## config.mk

```make
export PLATFORM = sky130hd
export DESIGN_NAME = rr_arb_ctrl
export DESIGN_NICKNAME = d
export VERILOG_FILES = /design/src/rtl/arb_pkg.sv /design/src/rtl/prio_sel.sv /design/src/rtl/rr_arb_ctrl.sv
export SDC_FILE = /design/constraint.sdc
export NUM_CORES = 1
export LEC_CHECK = 0
export BUFFER_PORTS_ARGS = -buffer_cell sky130_fd_sc_hd__buf_4
export CAP_MARGIN = 5
export CORE_MARGIN = 5
export CORE_UTILIZATION = 50
export DETAILED_ROUTE_END_ITERATION = 6
export GPL_ROUTABILITY_DRIVEN = 0
export PLACE_DENSITY = 0.87
export SLEW_MARGIN = 10
export SYNTH_ARGS = -nofsm -noshare
export SYNTH_HDL_FRONTEND = slang
export SYNTH_SLANG_ARGS = --single-unit
```

## constraint.sdc

```tcl
create_clock -name clock -period 2.5 [get_ports clock]
set_clock_uncertainty 0.1 [all_clocks]
set_input_delay 0.25 -clock clock [delete_from_list [all_inputs] [get_ports clock]]
set_output_delay 0.25 -clock clock [all_outputs]
set_load 0.02 [all_outputs]
```

## src/rtl/arb_pkg.sv

```systemverilog
// Shared types and defaults for the round-robin arbiter and its priority selector.
package arb_pkg;

  typedef enum logic {
    IDLE  = 1'b0,
    GRANT = 1'b1
  } arb_state_t;

  localparam int ARB_N        = 8;
  localparam int ARB_MAX_HOLD = 16;

  // Binary index of the (single) set bit; 0 when no bit is set. Sized for N up to 16.
  function automatic logic [3:0] onehot_to_idx(input logic [15:0] oh);
    logic [3:0] idx;
    idx = '0;
    for (int i = 0; i < 16; i++) begin
      if (oh[i]) idx = 4'(i);
    end
    return idx;
  endfunction

endpackage

```

## src/rtl/prio_sel.sv

```systemverilog
// Combinational fixed-priority selector: the highest set request index wins.
module prio_sel #(
  parameter int N = 8
) (
  input  logic [N-1:0] req,
  input  logic         en,
  output logic [N-1:0] gnt,
  output logic         req_up
);

  always_comb begin
    gnt = '0;
    // Ascending scan so the last (highest) set bit overwrites lower ones.
    for (int i = 0; i < N; i++) begin
      if (req[i]) gnt = N'(1) << i;
    end
    if (!en) gnt = '0;
  end

  assign req_up = |req;

endmodule

```

## src/rtl/rr_arb_ctrl.sv

```systemverilog
// Registered round-robin arbiter with grant hold, done-release and hold-timeout revocation.
module rr_arb_ctrl
  import arb_pkg::*;
#(
  parameter int N        = ARB_N,
  parameter int IDX_W    = $clog2(N),
  parameter int MAX_HOLD = ARB_MAX_HOLD
) (
  input  logic             clock,
  input  logic             reset,
  input  logic [N-1:0]     req,
  input  logic             en,
  input  logic             done,
  output logic [N-1:0]     gnt,
  output logic [IDX_W-1:0] gnt_idx,
  output logic             gnt_valid,
  output logic             timeout,
  output arb_state_t       dbg_state
);

  // Handshake: a grant is offered on gnt/gnt_valid and held until the winner
  // pulses done for one cycle (or the hold limit revokes it); no ready/backpressure.

  localparam int HC_W = (MAX_HOLD < 2) ? 1 : $clog2(MAX_HOLD);
  localparam logic [HC_W-1:0] HOLD_LAST = (MAX_HOLD == 0) ? '0 : HC_W'(MAX_HOLD - 1);

  arb_state_t       state_q, state_d;
  logic [N-1:0]     gnt_q, gnt_d;
  logic [IDX_W-1:0] gnt_idx_q, gnt_idx_d;
  logic [IDX_W-1:0] ptr_q, ptr_d;
  logic [HC_W-1:0]  hold_cnt_q, hold_cnt_d;
  logic             timeout_q, timeout_d;

  logic [N-1:0] below_mask;
  logic [N-1:0] masked_req;
  logic [N-1:0] masked_gnt, raw_gnt, sel_gnt;
  logic         masked_up, raw_up;

  // Only indices strictly below the pointer get first chance; ptr=0 masks everything.
  assign below_mask = (N'(1) << ptr_q) - N'(1);
  assign masked_req = req & below_mask;

  prio_sel #(.N(N)) u_sel_masked (
    .req    (masked_req),
    .en     (en),
    .gnt    (masked_gnt),
    .req_up (masked_up)
  );

  prio_sel #(.N(N)) u_sel_raw (
    .req    (req),
    .en     (en),
    .gnt    (raw_gnt),
    .req_up (raw_up)
  );

  assign sel_gnt = masked_up ? masked_gnt : raw_gnt;

  always_comb begin
    state_d    = state_q;
    gnt_d      = gnt_q;
    gnt_idx_d  = gnt_idx_q;
    ptr_d      = ptr_q;
    hold_cnt_d = hold_cnt_q;
    timeout_d  = 1'b0;
    unique case (state_q)
      IDLE: begin
        gnt_d     = '0;
        gnt_idx_d = '0;
        if (en && raw_up) begin
          gnt_d      = sel_gnt;
          gnt_idx_d  = IDX_W'(onehot_to_idx(16'(sel_gnt)));
          hold_cnt_d = '0;
          state_d    = GRANT;
        end
      end
      GRANT: begin
        if (done) begin
          gnt_d      = '0;
          gnt_idx_d  = '0;
          ptr_d      = gnt_idx_q;
          hold_cnt_d = '0;
          state_d    = IDLE;
        end else if ((MAX_HOLD != 0) && (hold_cnt_q == HOLD_LAST)) begin
          gnt_d      = '0;
          gnt_idx_d  = '0;
          ptr_d      = gnt_idx_q;
          hold_cnt_d = '0;
          timeout_d  = 1'b1;
          state_d    = IDLE;
        end else if (hold_cnt_q != '1) begin
          hold_cnt_d = hold_cnt_q + 1'b1;
        end
      end
      default: state_d = IDLE;
    endcase
  end

  always_ff @(posedge clock) begin
    if (reset) begin
      state_q    <= IDLE;
      gnt_q      <= '0;
      gnt_idx_q  <= '0;
      ptr_q      <= '0;
      hold_cnt_q <= '0;
      timeout_q  <= 1'b0;
    end else begin
      state_q    <= state_d;
      gnt_q      <= gnt_d;
      gnt_idx_q  <= gnt_idx_d;
      ptr_q      <= ptr_d;
      hold_cnt_q <= hold_cnt_d;
      timeout_q  <= timeout_d;
    end
  end

  assign gnt       = gnt_q;
  assign gnt_idx   = gnt_idx_q;
  assign gnt_valid = |gnt_q;
  assign timeout   = timeout_q;
  assign dbg_state = state_q;

endmodule

```

Word-level counts from Yosys, hierarchy flattened --
Index checks and enable logic that the tools add are counted.
Cells by class: bitwise operators 2, eq/ne operators 5, multiplexer cells 46, shift operators 1, add/subtract/negate cells 2, reduce and logical (&&, ||, !) cells 8
Operators with widths (number):
- two-way mux 8 bit | 8
- two-way mux 3 bit | 13
- two-way mux 4 bit | 6
- OR reduction 8 bit | 3
- one-hot mux 8 bit (2 select lines) | 1
- two-way mux 7 bit | 2
- two-way mux 6 bit | 2
- two-way mux 5 bit | 2
- bitwise AND 8 bit | 1
- one-hot mux 4 bit (2 select lines) | 1
- left shift 1 x 3 -> 8 bit, first input constant | 1
- subtractor 8 x 2 -> 8 bit, second input constant | 1
- two-way mux 1 bit | 7
- one-hot mux 3 bit (2 select lines) | 1
- adder 4 x 1 -> 4 bit, second input constant | 1
- == test 4 bit, second input constant | 1
- two-way mux 2 bit | 2
- inequality test 4 x 2 -> 1 bit, second input constant | 1
- inequality test 4 bit, second input constant | 1
- AND reduction 2 bit | 2
- inequality test 3 x 2 -> 1 bit, second input constant | 1
- OR reduction 3 bit | 1
- inequality test 2 bit, second input constant | 1
- one-hot mux 1 bit (2 select lines) | 1
- 3 further kinds | 3
Storage, ports and cells: logic and storage cells 70, input bits 12, flip-flop bits (word level) 20, output and inout port bits 14

Longest topological paths before layout --
word-level depth 22, gate-level depth with buffers 7, depth with buffers taken out 6

Cells and area by module --
A second synthesis with hierarchy kept.
Second synthesis, totals: cells, all modules 150, area, all modules 1248.7 sq um
Modules (own cells, without submodules):
- rr_arb_ctrl | area each 1003.5 sq um, seq. area each 400.4 sq um, cells an instance 116, instances 1
- prio_sel | area each 122.6 sq um, seq. area each 0.0 sq um, cells an instance 17, instances 2

Least setup slack after synthesis --
OpenSTA, ideal clock, no wires.
kind in2reg, from input req[6], to register gnt_idx_q[0], in the netlist gnt_idx[0], required time 2.330 ns, stages 7, data arrival time 1.668 ns, path buffers 1, library setup time 0.070 ns, path slack 0.662 ns, cells stage by stage buf_6 > or4_4 > a2111oi_4 > nor3_2 > o21bai_2 > o221ai_1 > a21oi_1
Between the ends: word-level cells in the longest chain between the ends 14, elaborated cells on any way between the ends 20, those cells by class 16 x mux; 1 x bitwise; 3 x reduce/logical
Ends and longest elaborated chain:
- start, declared | line rr_arb_ctrl.sv:11 | input logic [N-1:0] req,
- bitwise AND 8 bit | line rr_arb_ctrl.sv:41 | assign masked_req = req & below_mask;
- two-way mux 7 bit | line prio_sel.sv:15 | if (req[i]) gnt = N'(1) << i;
- two-way mux 8 bit | line prio_sel.sv:15
- two-way mux 8 bit | line prio_sel.sv:17 | if (!en) gnt = '0;
- two-way mux 8 bit | line rr_arb_ctrl.sv:57 | assign sel_gnt = masked_up ? masked_gnt : raw_gnt;
- two-way mux 1 bit | line arb_pkg.sv:17 | if (oh[i]) idx = 4'(i);
- two-way mux 3 bit (6 in a row) | line arb_pkg.sv:17
- two-way mux 3 bit * | line rr_arb_ctrl.sv:70 | if (en && raw_up) begin
- one-hot mux 3 bit (2 select lines) * | line rr_arb_ctrl.sv:66 | unique case (state_q)
- end signal, assigned | line rr_arb_ctrl.sv:110 | gnt_idx_q <= gnt_idx_d;
- end, declared | line rr_arb_ctrl.sv:29 | logic [IDX_W-1:0] gnt_idx_q, gnt_idx_d;
Mark *: on every way between the ends. The rest lies on a longest branch, timed or not. A chain may end at the register's enable or synchronous reset.

Final worst setup path --
from register ptr_q[0], to register gnt_idx_q[2], in the netlist gnt_idx[2]
Between the ends: word-level cells in the longest chain between the ends 17, elaborated cells on any way between the ends 18, those cells by class 1 x add/sub; 1 x shift; 14 x mux; 1 x bitwise; 1 x reduce/logical
Ends and longest elaborated chain:
- start, declared | line rr_arb_ctrl.sv:30 | logic [IDX_W-1:0] ptr_q, ptr_d;
- start signal, assigned | line rr_arb_ctrl.sv:111 | ptr_q <= ptr_d;
- left shift 1 x 3 -> 8 bit * | line rr_arb_ctrl.sv:40 | assign below_mask = (N'(1) << ptr_q) - N'(1);
- subtractor 8 x 2 -> 8 bit * | line rr_arb_ctrl.sv:40
- bitwise AND 8 bit * | line rr_arb_ctrl.sv:41
- two-way mux 4 bit | line prio_sel.sv:15
- two-way mux 5 bit | line prio_sel.sv:15
- two-way mux 6 bit | line prio_sel.sv:15
- two-way mux 7 bit | line prio_sel.sv:15
- two-way mux 8 bit | line prio_sel.sv:15
- two-way mux 8 bit | line prio_sel.sv:17
- two-way mux 8 bit * | line rr_arb_ctrl.sv:57
- two-way mux 3 bit (4 in a row) | line arb_pkg.sv:17
- two-way mux 3 bit * | line arb_pkg.sv:17
- two-way mux 3 bit * | line rr_arb_ctrl.sv:70
- one-hot mux 3 bit (2 select lines) * | line rr_arb_ctrl.sv:66
Marks and branches as above.

==> results.sh <==
export IMPL_fin_crit_ns=2.025
export IMPL_io_pins=26
export IMPL_arrival_ns=2.11
export IMPL_core_area_mm2=0.002212
export IMPL_criticalPathCategory="register to register"
export IMPL_path_cells="a31oi_1, o21ai_1, o22ai_1, nor3_1, o21ai_0"
export IMPL_num_rows=17
export IMPL_start_util=0.5204
export IMPL_dp_final_hpwl_mm=2.131
export IMPL_clock_sinks=20
export IMPL_drt_total_wl_mm=2.879
export IMPL_area_growth_pct=19.57
export IMPL_io_buffers=25
export IMPL_worstReg2RegEnd="gnt_idx[2]$_SDFFE_PP0P_"
export IMPL_crit_slowest_cell="dfxtp_1"
export IMPL_yosysWarnings=0
export IMPL_clk_latency_ns=0.30
export IMPL_crit_fanout=14
export IMPL_power_density_mw_per_mm2=466.3
export IMPL_nets=173
export IMPL_drive_gt1_frac=0.2327
export IMPL_final_cell_mix="buf_4, nor2_1, dfxtp_1"
export IMPL_vias_per_cell=6.193
export IMPL_async_reset_ff_frac=0
export IMPL_setup_violations=0
export IMPL_drtAntennaViolNets=0
export IMPL_cp_end_kind="register"
export IMPL_cp_required_ns=2.58
export IMPL_ctsHoldBuffers=0
export IMPL_hold_depth=2
export IMPL_n_antenna_cell=0
export IMPL_postCtsSetupBuffers=0
export IMPL_htree_num_levels=1
export IMPL_postPlaceCellArea_mm2=0.001340
export IMPL_numCtsBuffers=3
export IMPL_slew_headroom=0.5041
export IMPL_ys_flop_type="dfxtp_1"
export IMPL_cts_root_buf="clkbuf_4"
export IMPL_ys_seq_area_frac=0.3478
export IMPL_min_path_type="input pin to register"
export IMPL_holdPathEnd="gnt[6]$_SDFFE_PP0P_"
export IMPL_worstHoldStart="reset"
export IMPL_peakVddDrop_mv=0.3795
export IMPL_p_leak_nw=0.5423
export IMPL_swShare=0.2748
export IMPL_syn_inst=138
export IMPL_first_iter_violations=33
export IMPL_syn_area_per_cell_um2=8.341
export IMPL_overflow=0
export IMPL_synth_edff_count=0
export IMPL_synth_cell_types=44
export IMPL_cpPeakStageDelay_ns=0.69
export IMPL_finalCritPeriodShare=0.8100
export IMPL_syn_area_mm2=0.001151
export IMPL_clkTransAtPathRegs_ns=0.11
export IMPL_fin_area_mm2=0.001376
export IMPL_grt_pass1_wl_mm=4.830
export IMPL_internal_power_uw=465.4
export IMPL_path_buf_inv=0
export IMPL_p_seq_frac=0.526
export IMPL_dr_pass1_iters=4
export IMPL_power_switching_uw=176.3
export IMPL_wl_per_cell_um=15.40
export IMPL_grt_max_degree=22
export IMPL_post_cts_resized=0
export IMPL_synth_seq_cells=20
export IMPL_clock_power_share=0.289
export IMPL_ff2ff_path_depth=5
export IMPL_fmax_mhz=493.8
export IMPL_clock_path_buffers=2
export IMPL_maxSlewViolCount=0
export IMPL_grt_pass1_vias=1126
export IMPL_die_y_um=57.98
export IMPL_die_w_um=57.98
export IMPL_combinationalPowerShare=0.185
export IMPL_syn_num_nets=151
export IMPL_cpLargestDelayFamily="compound AO/OA/AOI/OAI gates"
export IMPL_startpoint="ptr_q[0]$_SDFFE_PP0P_"
export IMPL_fin_setup_tns_ns=0
export IMPL_r2r_slack_ns=0.48
export IMPL_status="completed"
export IMPL_grt_usage=0.1791
export IMPL_r2r_start="ptr_q[0]$_SDFFE_PP0P_"
export IMPL_drc=0
export IMPL_final_common_cell="buf_4"
export IMPL_vias=1158
export IMPL_hold_viol_final=0
export IMPL_grt_setup_unrepaired="false"
export IMPL_cts_tree="built"
export IMPL_worst_slew_pin_slew_ns=0.7412
export IMPL_cap_violations=0
export IMPL_antenna_found_initial=0
export IMPL_critPathLaunchType="register"
export IMPL_dieArea_mm2=0.003362
-- layer usage --
layer	global-route usage	share of wire	up-vias
li1	-	-	560
met1	0.2231	0.44	545
met2	0.2968	0.48	49
met3	0.04009	0.065	4
met4	0.07285	0.0087	0
met5	0	0	-
-- Yosys cell counts (all sizes together) (3+ instances only) --
cell type	n	share of area
nor2	22	0.072
buf	4	0.023
nor4	5	0.027
o21ai	5	0.022
clkbuf	6	0.020
a211oi	3	0.024
o21a	4	0.026
nor3	5	0.026
mux2i	4	0.035
a21oi	10	0.043
nand2	5	0.016
a21o	3	0.020
a22oi	8	0.052
dfxtp	20	0.35
-- worst max path at each step --
| stage | cells past startpoint | slack, ns | end |
|---|---|---|---|
| after floorplan | 7 | 0.66 | gnt_idx[0]$_SDFFE_PP0P_ |
| after global placement | 7 | 0.49 | gnt_idx[0]$_SDFFE_PP0P_ |
| after detailed placement | 7 | 0.48 | hold_cnt_q[3]$_SDFFE_PP0P_ |
| after CTS | 5 | 0.51 | gnt_idx[2]$_SDFFE_PP0P_ |
| after global routing | 5 | 0.34 | gnt_idx[2]$_SDFFE_PP0P_ |
| final | 5 | 0.48 | gnt_idx[2]$_SDFFE_PP0P_ |
-- state kept, by name (all words and copies together), names as in the netlist --
name        cells
dbg_state       1
gnt             8
gnt_idx         3
hold_cnt_q      4
ptr_q           3
timeout         1
-- cell type report --
| type | count | area, µm² |
|---|---|---|
| clock buffers | 4 | 36.28 |
| fillers | 196 | 835.8 |
| inverters | 2 | 7.507 |
| multi-input cells | 106 | 694.4 |
| flip-flops and latches | 20 | 400.4 |
| well taps | 28 | 35.03 |
| repair buffers | 27 | 202.7 |
-- metrics by stage --
| step | utilization | power, mW | worst slack [ns] | hold slack, ns | cells |
|---|---|---|---|---|---|
| after global placement | 0.6058 | 0.4586 | 0.4882 | 0.4020 | 183 |
| after CTS | 0.6222 | 0.6388 | 0.5098 | 0.1647 | 187 |
| after detailed placement | 0.6058 | 0.4608 | 0.4794 | 0.4261 | 183 |
| after global routing | 0.6222 | 0.6747 | 0.3394 | 0.1607 | 187 |
| after floorplan | - | 0.4171 | 0.6619 | 0.3439 | 138 |
| final | 0.6222 | 0.6418 | 0.4750 | 0.1688 | 187 |
-- cell families after synthesis --
kind of cell	count (synthesis)	synth area share
buffers and inverters	12	0.04891
AND/OR/NAND/NOR	49	0.2142
AO/OA/AOI/OAI	51	0.3359
XOR/XNOR	1	0.007610
flip-flops	20	0.3478
adder cells (fa/ha/maj)	1	0.01087
multiplexers	4	0.03478
-- power groups by stage --
stage          Combinational, mW  Clock (mW)  Sequential [mW]
2_1_floorplan             0.0683           0            0.349
3_3_place_gp               0.115           0            0.344
3_5_place_dp               0.116           0            0.344
4_1_cts                    0.117       0.185            0.337
5_1_grt                    0.129       0.207            0.339
6_report                   0.119       0.185            0.337
Note: power is estimated with default switching activity, not from simulation.
